===== src/rtl/upper_rsc_encoder.sv =====
// Turbo-code constituent encoder: 8-state RSC (g0=13, g1=15 octal) over an FL-bit frame,
// followed by three termination steps; the whole frame is presented in parallel.
module upper_rsc_encoder #(
    parameter int unsigned FL = 104,
    localparam int unsigned CW = $clog2(FL + 3)
) (
    input  logic          Clock,
    input  logic          nReset,
    input  logic          nClear,
    input  logic          Start,
    input  logic          In_Valid,
    input  logic          In_Bit,
    output logic          In_Ready,
    output logic          Busy,
    output logic          Frame_Valid,
    input  logic          Frame_Ack,
    output logic [FL-1:0] b1,
    output logic [FL+2:0] b2,
    output logic [2:0]    bt1
);

    typedef enum logic [1:0] {StIdle, StEncode, StTerm, StDone} state_e;

    localparam logic [CW-1:0] LastBit = CW'(FL - 1);
    localparam logic [CW-1:0] LastTerm = CW'(2);

    state_e        state_q, state_d;
    logic [CW-1:0] cnt_q, cnt_d;
    logic [2:0]    s_q, s_d;  // s_q[0]=s1, s_q[1]=s2, s_q[2]=s3
    logic [FL-1:0] b1_q, b1_d;
    logic [FL+2:0] b2_q, b2_d;
    logic [2:0]    bt1_q, bt1_d;
    logic          fv_q, fv_d;
    logic          fb, a;

    always_comb begin
        state_d = state_q;
        cnt_d   = cnt_q;
        s_d     = s_q;
        b1_d    = b1_q;
        b2_d    = b2_q;
        bt1_d   = bt1_q;
        fv_d    = fv_q;
        fb      = s_q[1] ^ s_q[2];
        a       = In_Bit ^ fb;

        unique case (state_q)
            StIdle: begin
                if (Start) begin
                    state_d = StEncode;
                    cnt_d   = '0;
                    s_d     = '0;
                    b1_d    = '0;
                    b2_d    = '0;
                    bt1_d   = '0;
                end
            end
            StEncode: begin
                if (In_Valid) begin
                    for (int i = 0; i < int'(FL); i++) begin
                        if (cnt_q == CW'(i)) begin
                            b1_d[i] = In_Bit;
                            b2_d[i] = a ^ s_q[0] ^ s_q[2];
                        end
                    end
                    s_d = {s_q[1], s_q[0], a};
                    if (cnt_q == LastBit) begin
                        state_d = StTerm;
                        cnt_d   = '0;
                    end else begin
                        cnt_d = cnt_q + CW'(1);
                    end
                end
            end
            StTerm: begin
                // Input chosen equal to the feedback, so the register input a is zero.
                for (int j = 0; j < 3; j++) begin
                    if (cnt_q == CW'(j)) begin
                        bt1_d[j]    = fb;
                        b2_d[FL+j]  = s_q[0] ^ s_q[2];
                    end
                end
                s_d = {s_q[1], s_q[0], 1'b0};
                if (cnt_q == LastTerm) begin
                    state_d = StDone;
                    cnt_d   = '0;
                    fv_d    = 1'b1;
                end else begin
                    cnt_d = cnt_q + CW'(1);
                end
            end
            StDone: begin
                if (Start) begin
                    state_d = StEncode;
                    cnt_d   = '0;
                    s_d     = '0;
                    b1_d    = '0;
                    b2_d    = '0;
                    bt1_d   = '0;
                    fv_d    = 1'b0;
                end else if (Frame_Ack) begin
                    state_d = StIdle;
                    fv_d    = 1'b0;
                end
            end
            default: state_d = StIdle;
        endcase

        if (!nClear) begin
            state_d = StIdle;
            cnt_d   = '0;
            s_d     = '0;
            b1_d    = '0;
            b2_d    = '0;
            bt1_d   = '0;
            fv_d    = 1'b0;
        end
    end

    always_ff @(posedge Clock or negedge nReset) begin
        if (!nReset) begin
            state_q <= StIdle;
            cnt_q   <= '0;
            s_q     <= '0;
            b1_q    <= '0;
            b2_q    <= '0;
            bt1_q   <= '0;
            fv_q    <= 1'b0;
        end else begin
            state_q <= state_d;
            cnt_q   <= cnt_d;
            s_q     <= s_d;
            b1_q    <= b1_d;
            b2_q    <= b2_d;
            bt1_q   <= bt1_d;
            fv_q    <= fv_d;
        end
    end

    assign In_Ready    = (state_q == StEncode);
    assign Busy        = (state_q == StEncode) || (state_q == StTerm);
    assign Frame_Valid = fv_q;
    assign b1          = b1_q;
    assign b2          = b2_q;
    assign bt1         = bt1_q;

    // Termination must always land the trellis in the all-zero state.
    a_term_zero: assert property (@(posedge Clock) disable iff (!nReset)
        (state_q == StDone) |-> (s_q == 3'b000));

endmodule

===== config.mk =====
export PLATFORM = sky130hd
export DESIGN_NAME = upper_rsc_encoder
export DESIGN_NICKNAME = d
export VERILOG_FILES = /design/src/rtl/upper_rsc_encoder.sv
export SDC_FILE = /design/constraint.sdc
export NUM_CORES = 1
export LEC_CHECK = 0
export BUFFER_PORTS_ARGS = -buffer_cell sky130_fd_sc_hd__buf_2
export CORE_MARGIN = 2
export CORE_UTILIZATION = 50
export DETAILED_ROUTE_END_ITERATION = 8
export GPL_TIMING_DRIVEN = 0
export PLACE_DENSITY_LB_ADDON = 0.12
export SLEW_MARGIN = 30
export SYNTH_ARGS = -nofsm -noshare
export SYNTH_HDL_FRONTEND = slang
export SYNTH_SLANG_ARGS = --single-unit

===== constraint.sdc =====
create_clock -name Clock -period 2 [get_ports Clock]
set_input_delay 0.4 -clock Clock [delete_from_list [all_inputs] [get_ports Clock]]
set_output_delay 0.4 -clock Clock [all_outputs]
set_load 0.05 [all_outputs]

==> flow_summary.toml, run 1 <==
[sta]
timing.setup.tns_ns = -6.59
finalSetupViolations = 158
worst_pin_slew_ns = 0.620
slew_violations = 0
rsz0062_at_grt = "yes"
max_slew_margin = 0.587
timing.fmax_mhz = 472
finalHoldViolCount = 0
setup_ws_ns = -0.121
fin_crit_sh = 1.06
fin_skew_ns = 0.00678
period_needed_ns = 2.12

[die]
die_w_um = 149
core_um2 = 20800
initial_utilization = 0.504
rows = 53
io_pins = 224
dieArea_um2 = 22200
die_y_um = 149

[global_routing]
grt_pass1_vias = 7797
grt.overflow.total = 0
grt_max_degree = 85
grt_util_all_layers = 0.257
grt_pass1_wl_um = 44800
antenna_found_initial = 0

[layout]
fillers = 1424
n_antenna_cell = 0
final_util = 0.722
area_growth_pct = 43.3
final_nets = 1162
drive_above_1_share = 0.637

[run]
drv_cap = 0

[critical_path]
cpMaxStageDelayCell = "or3_1"
path_buf_inv = 2
crit_arrival_ns = 2.51
cp-end-kind = "flop"
cp_slowest_stage_delay_ns = 0.44
cp_max_fo = 10
cp_cell_sequence = "buf_2 -> or3_1 -> clkbuf_1 -> nor2_1 -> o21ai_4 -> mux2_4"
critPathLaunchType = "flop"
crit_family = "simple AND/OR/NAND/NOR gates"
worstPathRequired_ns = 2.39
path_class = "flop to flop"

[clocking]
clk_latency_ns = 0.51
clk_transition_reported_paths_ns = 0.06
numCtsBuffers = 25
cts.path.max_buffers = 3
cts.sinks = 227
htreeDepth = 1
cts_tree = "done"
cts_root_buf = "clkbuf_16"

[synth]
syn_inst = 847
syn_area_per_cell_um2 = 12.4
synth_area_leaders = "dfrtp_1 54%, mux2_2 14%, mux2_1 9.1%"
synth_fp_nets = 864
ys_seq_area_frac = 0.541
ys.flop_type = "dfrtp_1"
yosysTopAreaCell = "dfrtp_1"
synth_edf_count = 0
synth_common_cells = "227 x dfrtp_1, 129 x mux2_2, 89 x nor2_1, 85 x mux2_1, 41 x o21ai_0"
netlist_area_um2 = 10500
yosys.area.top_type_share = 0.541
synthArstFlopShare = 1.00
yosysWarnings = 0
synth-seq-cells = 227
post-synth-top-count-cell = "dfrtp_1"
ys_types = 53

[power]
p_leak_nw = 7.76
powerDensity_nw_per_um2 = 1910
ir_drop_uv = 1280

[routing]
vias = 7880
ant_nets = 0
first_pass_iters = 6
dr.first_iter.drc_count = 354
drc = 0
wire_per_inst_um = 20.8
wl_um = 30000
routed_via_density = 5.48

[place]
dp_hpwl_um = 19200
port_buffers = 223
gp_congestion = 0.823

[status]
violations = "negative setup slack"
status = "complete, but fails checks"

[worst_hold_path]
hold_class = "input pin to flop"
[layer usage]
layer	track usage	share of wire	vias up	routed length (um)
met5	0	0	-	0
met4	0.0448	0.016	0	494
met3	0.0557	0.073	40	2190
met2	0.410	0.47	258	14100
met1	0.368	0.44	4009	13200
li1	-	-	3573	-
[path summary, 6_finish.rpt]
| path | endpoint | slack (ns) | start | cells after the start |
|---|---|---|---|---|
| setup / recovery | b1[5] | -0.12 | cnt_q[4] | 6 |
| hold / removal | s_q[0] | 0.27 | In_Bit | 4 |
| setup reg to reg | b1[5] | -0.12 | cnt_q[4] | 6 |
| hold reg to reg | b2[78] | 0.50 | b2[78] | 1 |
| max in group asynchronous | cnt_q[0] | 0.64 | nReset | 3 |
| min in group asynchronous | b2[10] | 0.48 | nReset | 2 |
[layout by cell type, fill, tap and decap left out, types with 5 or more instances in the layout]
cell type	count
buf_2	241
dfrtp_1	223
mux2_4	140
nor2_1	79
mux2_2	71
o21ai_4	41
buf_4	31
nor2_4	30
clkbuf_16	30
o21ai_2	29
a21oi_2	20
a21oi_1	18
buf_6	14
nand2_1	13
buf_12	11
nand3b_1	10
o21ai_1	9
clkbuf_1	8
clkbuf_2	6
clkinv_2	6
buf_8	5
clkbuf_8	5
clkbuf_4	5
clkinvlp_4	5
[through the flow]
step           std cells  hold WS (ns)  power, mW  area, um^2  worst slack, ns
3_3_place_gp        1345         0.469       20.7       12300            -3.88
3_5_place_dp        1347         0.433       20.8       12400           -0.657
2_1_floorplan        847         0.104       17.7       10800          -0.0967
5_1_grt             1438         0.292       29.9       15000           -0.177
6_report            1438         0.265       28.7       15000           -0.121
4_1_cts             1428         0.253       27.2       14200           -0.113
[cell families after synthesis]
| kind of cell | after synthesis | synth area share |
|---|---|---|
| compound gates | 143 | 0.0890 |
| xor+xnor | 5 | 0.00417 |
| fa+ha+maj | 10 | 0.0119 |
| buf+inv | 71 | 0.0358 |
| flops | 227 | 0.541 |
| mux | 216 | 0.231 |
| simple gates | 175 | 0.0865 |
[area by class of cell]
class / count / area [um^2] / area share
clock buffer: 27 / 653 / 0.0434
multi-input combinational: 549 / 5830 / 0.388
tap: 275 / 344 / 0.0229
inverter: 7 / 31.3 / 0.00208
clock inverter: 18 / 214 / 0.0142
timing repair buffer: 273 / 1760 / 0.117
buffer: 62 / 519 / 0.0345
sequential: 227 / 5690 / 0.378
[report_power, final]
part | leakage (nW) | total, mW | internal [mW] | switching (mW)
Combinational | 4.24 | 16.8 | 6.15 | 10.7
Sequential | 3.10 | 7.09 | 6.17 | 0.924
Clock | 0.416 | 4.83 | 2.89 | 1.94
Total | 7.76 | 28.7 | 15.2 | 13.5
[worst reg2reg max path, delay by kind of cell, from the launching register on]
kind                   cells  cell delay (ns)
buffers and inverters      2             0.47
multiplexers               1             0.31
flip-flops                 1             0.37
AND/OR/NAND/NOR            2             0.75
AO/OA/AOI/OAI              1             0.10
[registers in the layout (all words and copies together), names as in the netlist]
signal	cells
bt1	3
b1	104
s_q	3
Frame_Valid	1
b2	107
state_q	2
cnt_q	7
[what timing repair did]
item,in CTS,in global routing
gates cloned,5,6
endpoints found under the setup margin,224,221
pin swaps,17,12
buffers inserted,32,5
hold buffers,1,0
resized for setup,208,166
endpoints found under the hold margin,77,0
Power figures use the tool's default switching activity.
==> run 2: changes to the inputs <==
--- a/config.mk
+++ b/config.mk
@@ -6,10 +6,14 @@
 export NUM_CORES = 1
 export LEC_CHECK = 0
 export BUFFER_PORTS_ARGS = -buffer_cell sky130_fd_sc_hd__buf_2
+export CELL_PAD_IN_SITES_DETAIL_PLACEMENT = 0
+export CELL_PAD_IN_SITES_GLOBAL_PLACEMENT = 1
 export CORE_MARGIN = 2
-export CORE_UTILIZATION = 50
+export CORE_UTILIZATION = 39
+export CTS_CLUSTER_SIZE = 20
 export DETAILED_ROUTE_END_ITERATION = 8
 export GPL_TIMING_DRIVEN = 0
+export HOLD_SLACK_MARGIN = 0.12
 export PLACE_DENSITY_LB_ADDON = 0.12
 export SLEW_MARGIN = 30
 export SYNTH_ARGS = -nofsm -noshare
==> flow_summary.toml, run 2 (synthesis gave the netlist of run 1 again) <==
[layout]
final_util = 0.574
drive_above_1_share = 0.653
area_growth_pct = 46.0
final_nets = 1186
fillers = 2308
layout_commonest_cell = "buf_2"
mostFrequentLayoutCells = "240 x buf_2, 224 x dfrtp_1, 136 x mux2_4"
largest_reg_flops = 107
n_antenna_cell = 0

[critical_path]
crit_family = "buffers and inverters"
cp_cell_sequence = "inv_2 -> ha_4 -> nor2b_4 -> o31ai_4 -> buf_6 -> buf_12 -> clkbuf_16 -> o21ai_2 -> mux2_4"
r2r_end = "b2[42]"
crit_arrival_ns = 2.57
cp_max_fo = 6
path_class = "flop to flop"
cp_slowest_stage_delay_ns = 0.39
reg2reg_depth = 9
timing.rr.start = "state_q[1]"
path_depth = 9
cp-end-kind = "flop"
regToRegSetupSlack_ns = -0.16
path_buf_inv = 4
critPathLaunchType = "flop"
cpMaxStageDelayCell = "dfrtp_1"
worstPathRequired_ns = 2.41

[power]
p_int_mw = 15.5
pwr-share-clk = 0.166
power.total_mw = 29.0
p_leak_nw = 7.89
pwr-share-seq = 0.243
ir_drop_uv = 943
sw_frac_of_total = 0.464
comb_power_share = 0.591
switchingPower_mw = 13.5
powerDensity_nw_per_um2 = 1890

[die]
dieArea_um2 = 28200
rows = 60
die_w_um = 168
core_um2 = 26700
die_y_um = 168
io_pins = 224
initial_utilization = 0.393

[routing]
ant_nets = 0
first_pass_iters = 4
drc = 0
routed_via_density = 5.11
wire_per_inst_um = 20.5
vias = 7795
dr.first_iter.drc_count = 337
wl_um = 31300

[sta]
slew_violations = 0
fin_crit_sh = 1.08
max_slew_margin = 0.617
finalHoldViolCount = 0
period_needed_ns = 2.16
finalSetupViolations = 197
timing.fmax_mhz = 463
rsz0062_at_grt = "yes"
timing.setup.tns_ns = -14.70
fin_skew_ns = 0.0113
worst_pin_slew_ns = 0.575
setup_ws_ns = -0.159

[place]
dp_hpwl_um = 20700
port_buffers = 223
gp_congestion = 0.727

[global_routing]
grt_pass1_vias = 7899
grt.overflow.total = 0
grt_max_degree = 88
grt_util_all_layers = 0.216
grt_pass1_wl_um = 47800
antenna_found_initial = 0

[clocking]
cts.sinks = 227
numCtsBuffers = 26
clk_latency_ns = 0.53
clk_transition_reported_paths_ns = 0.06
cts_root_buf = "clkbuf_16"
cts.path.max_buffers = 3
htreeDepth = 1
cts_tree = "done"

[worst_hold_path]
whs_endpoint = "s_q[0]"
worstHoldStart = "In_Bit"
holdPathStages = 4
hold_class = "input pin to flop"

[run]
drv_cap = 0

[status]
violations = "negative setup slack"
status = "complete, but fails checks"
## run 2: cell types whose count changed in the layout (fill, tap and decap cells not counted), moves of 4 or more
cell | before | now
buf_4 | 31 | 50
o21ai_2 | 29 | 43
o21ai_1 | 9 | 1
clkbuf_2 | 6 | 12
mux2_2 | 71 | 77
o21ai_4 | 41 | 35
clkinvlp_4 | 5 | 0
mux2_4 | 140 | 136
## run 2: power groups by stage
stage	sequential, mW	combinational [mW]	clock, mW
finish	7.06	17.1	4.80
global route	7.27	17.9	5.09
CTS	7.04	16.1	4.91
detailed placement	7.09	13.9	0
global placement	7.05	13.8	0
floorplan	12.5	5.19	0
## run 2: worst min-delay path, delay by kind of cell
kind	cells	cell delay, ns
AND/OR/NAND/NOR	1	0.07
AO/OA/AOI/OAI	1	0.06
buffers and inverters	1	0.12
XOR/XNOR	1	0.07
## run 2: layer usage
metal  up-vias  track usage  wire (um)
li1       3617            -          -
met1      3961        0.312      14600
met2       177        0.338      14300
met3        40       0.0458       1940
met4         0       0.0450        525
met5         -            0          0
## run 2: what timing repair did
action                     CTS  global route
gates resized for setup    239           129
gates cloned                 6             6
setup endpoints to repair  225           223
pin swaps                   10            17
buffers inserted            39            22
hold endpoints to repair    59             0
hold buffers                 1             0
## run 2: per-stage QoR
stage / cell area (um^2) / worst slack, ns / hold WS (ns) / cells
floorplan: 10800 / -0.0967 / 0.104 / 847
global placement: 12400 / -4.02 / 0.468 / 1411
global route: 15300 / -0.208 / 0.247 / 1525
detailed placement: 12400 / -0.826 / 0.390 / 1413
CTS: 14500 / -0.209 / 0.222 / 1499
finish: 15300 / -0.159 / 0.243 / 1525
## run 2: cell type report
class                      instances  area (um^2)  area share
buffer                            61          479      0.0313
inverter                           7         28.8     0.00188
clock buffer                      35          736      0.0480
tap                              341          427      0.0278
clock inverter                     8          115     0.00751
multi-input combinational        549         5830       0.380
sequential                       227         5680       0.371
timing repair buffer             297         2030       0.133
## run 2: how the worst max path moves through the flow
stage | from | end | slack [ns]
detailed placement | state_q[1] | b1[12] | -0.83
global placement | nReset | state_q[0] | -4.02
global route | state_q[1] | b2[72] | -0.21
floorplan | state_q[1] | b1[19] | -0.1
CTS | cnt_q[3] | b2[31] | -0.21
finish | state_q[1] | b2[42] | -0.16
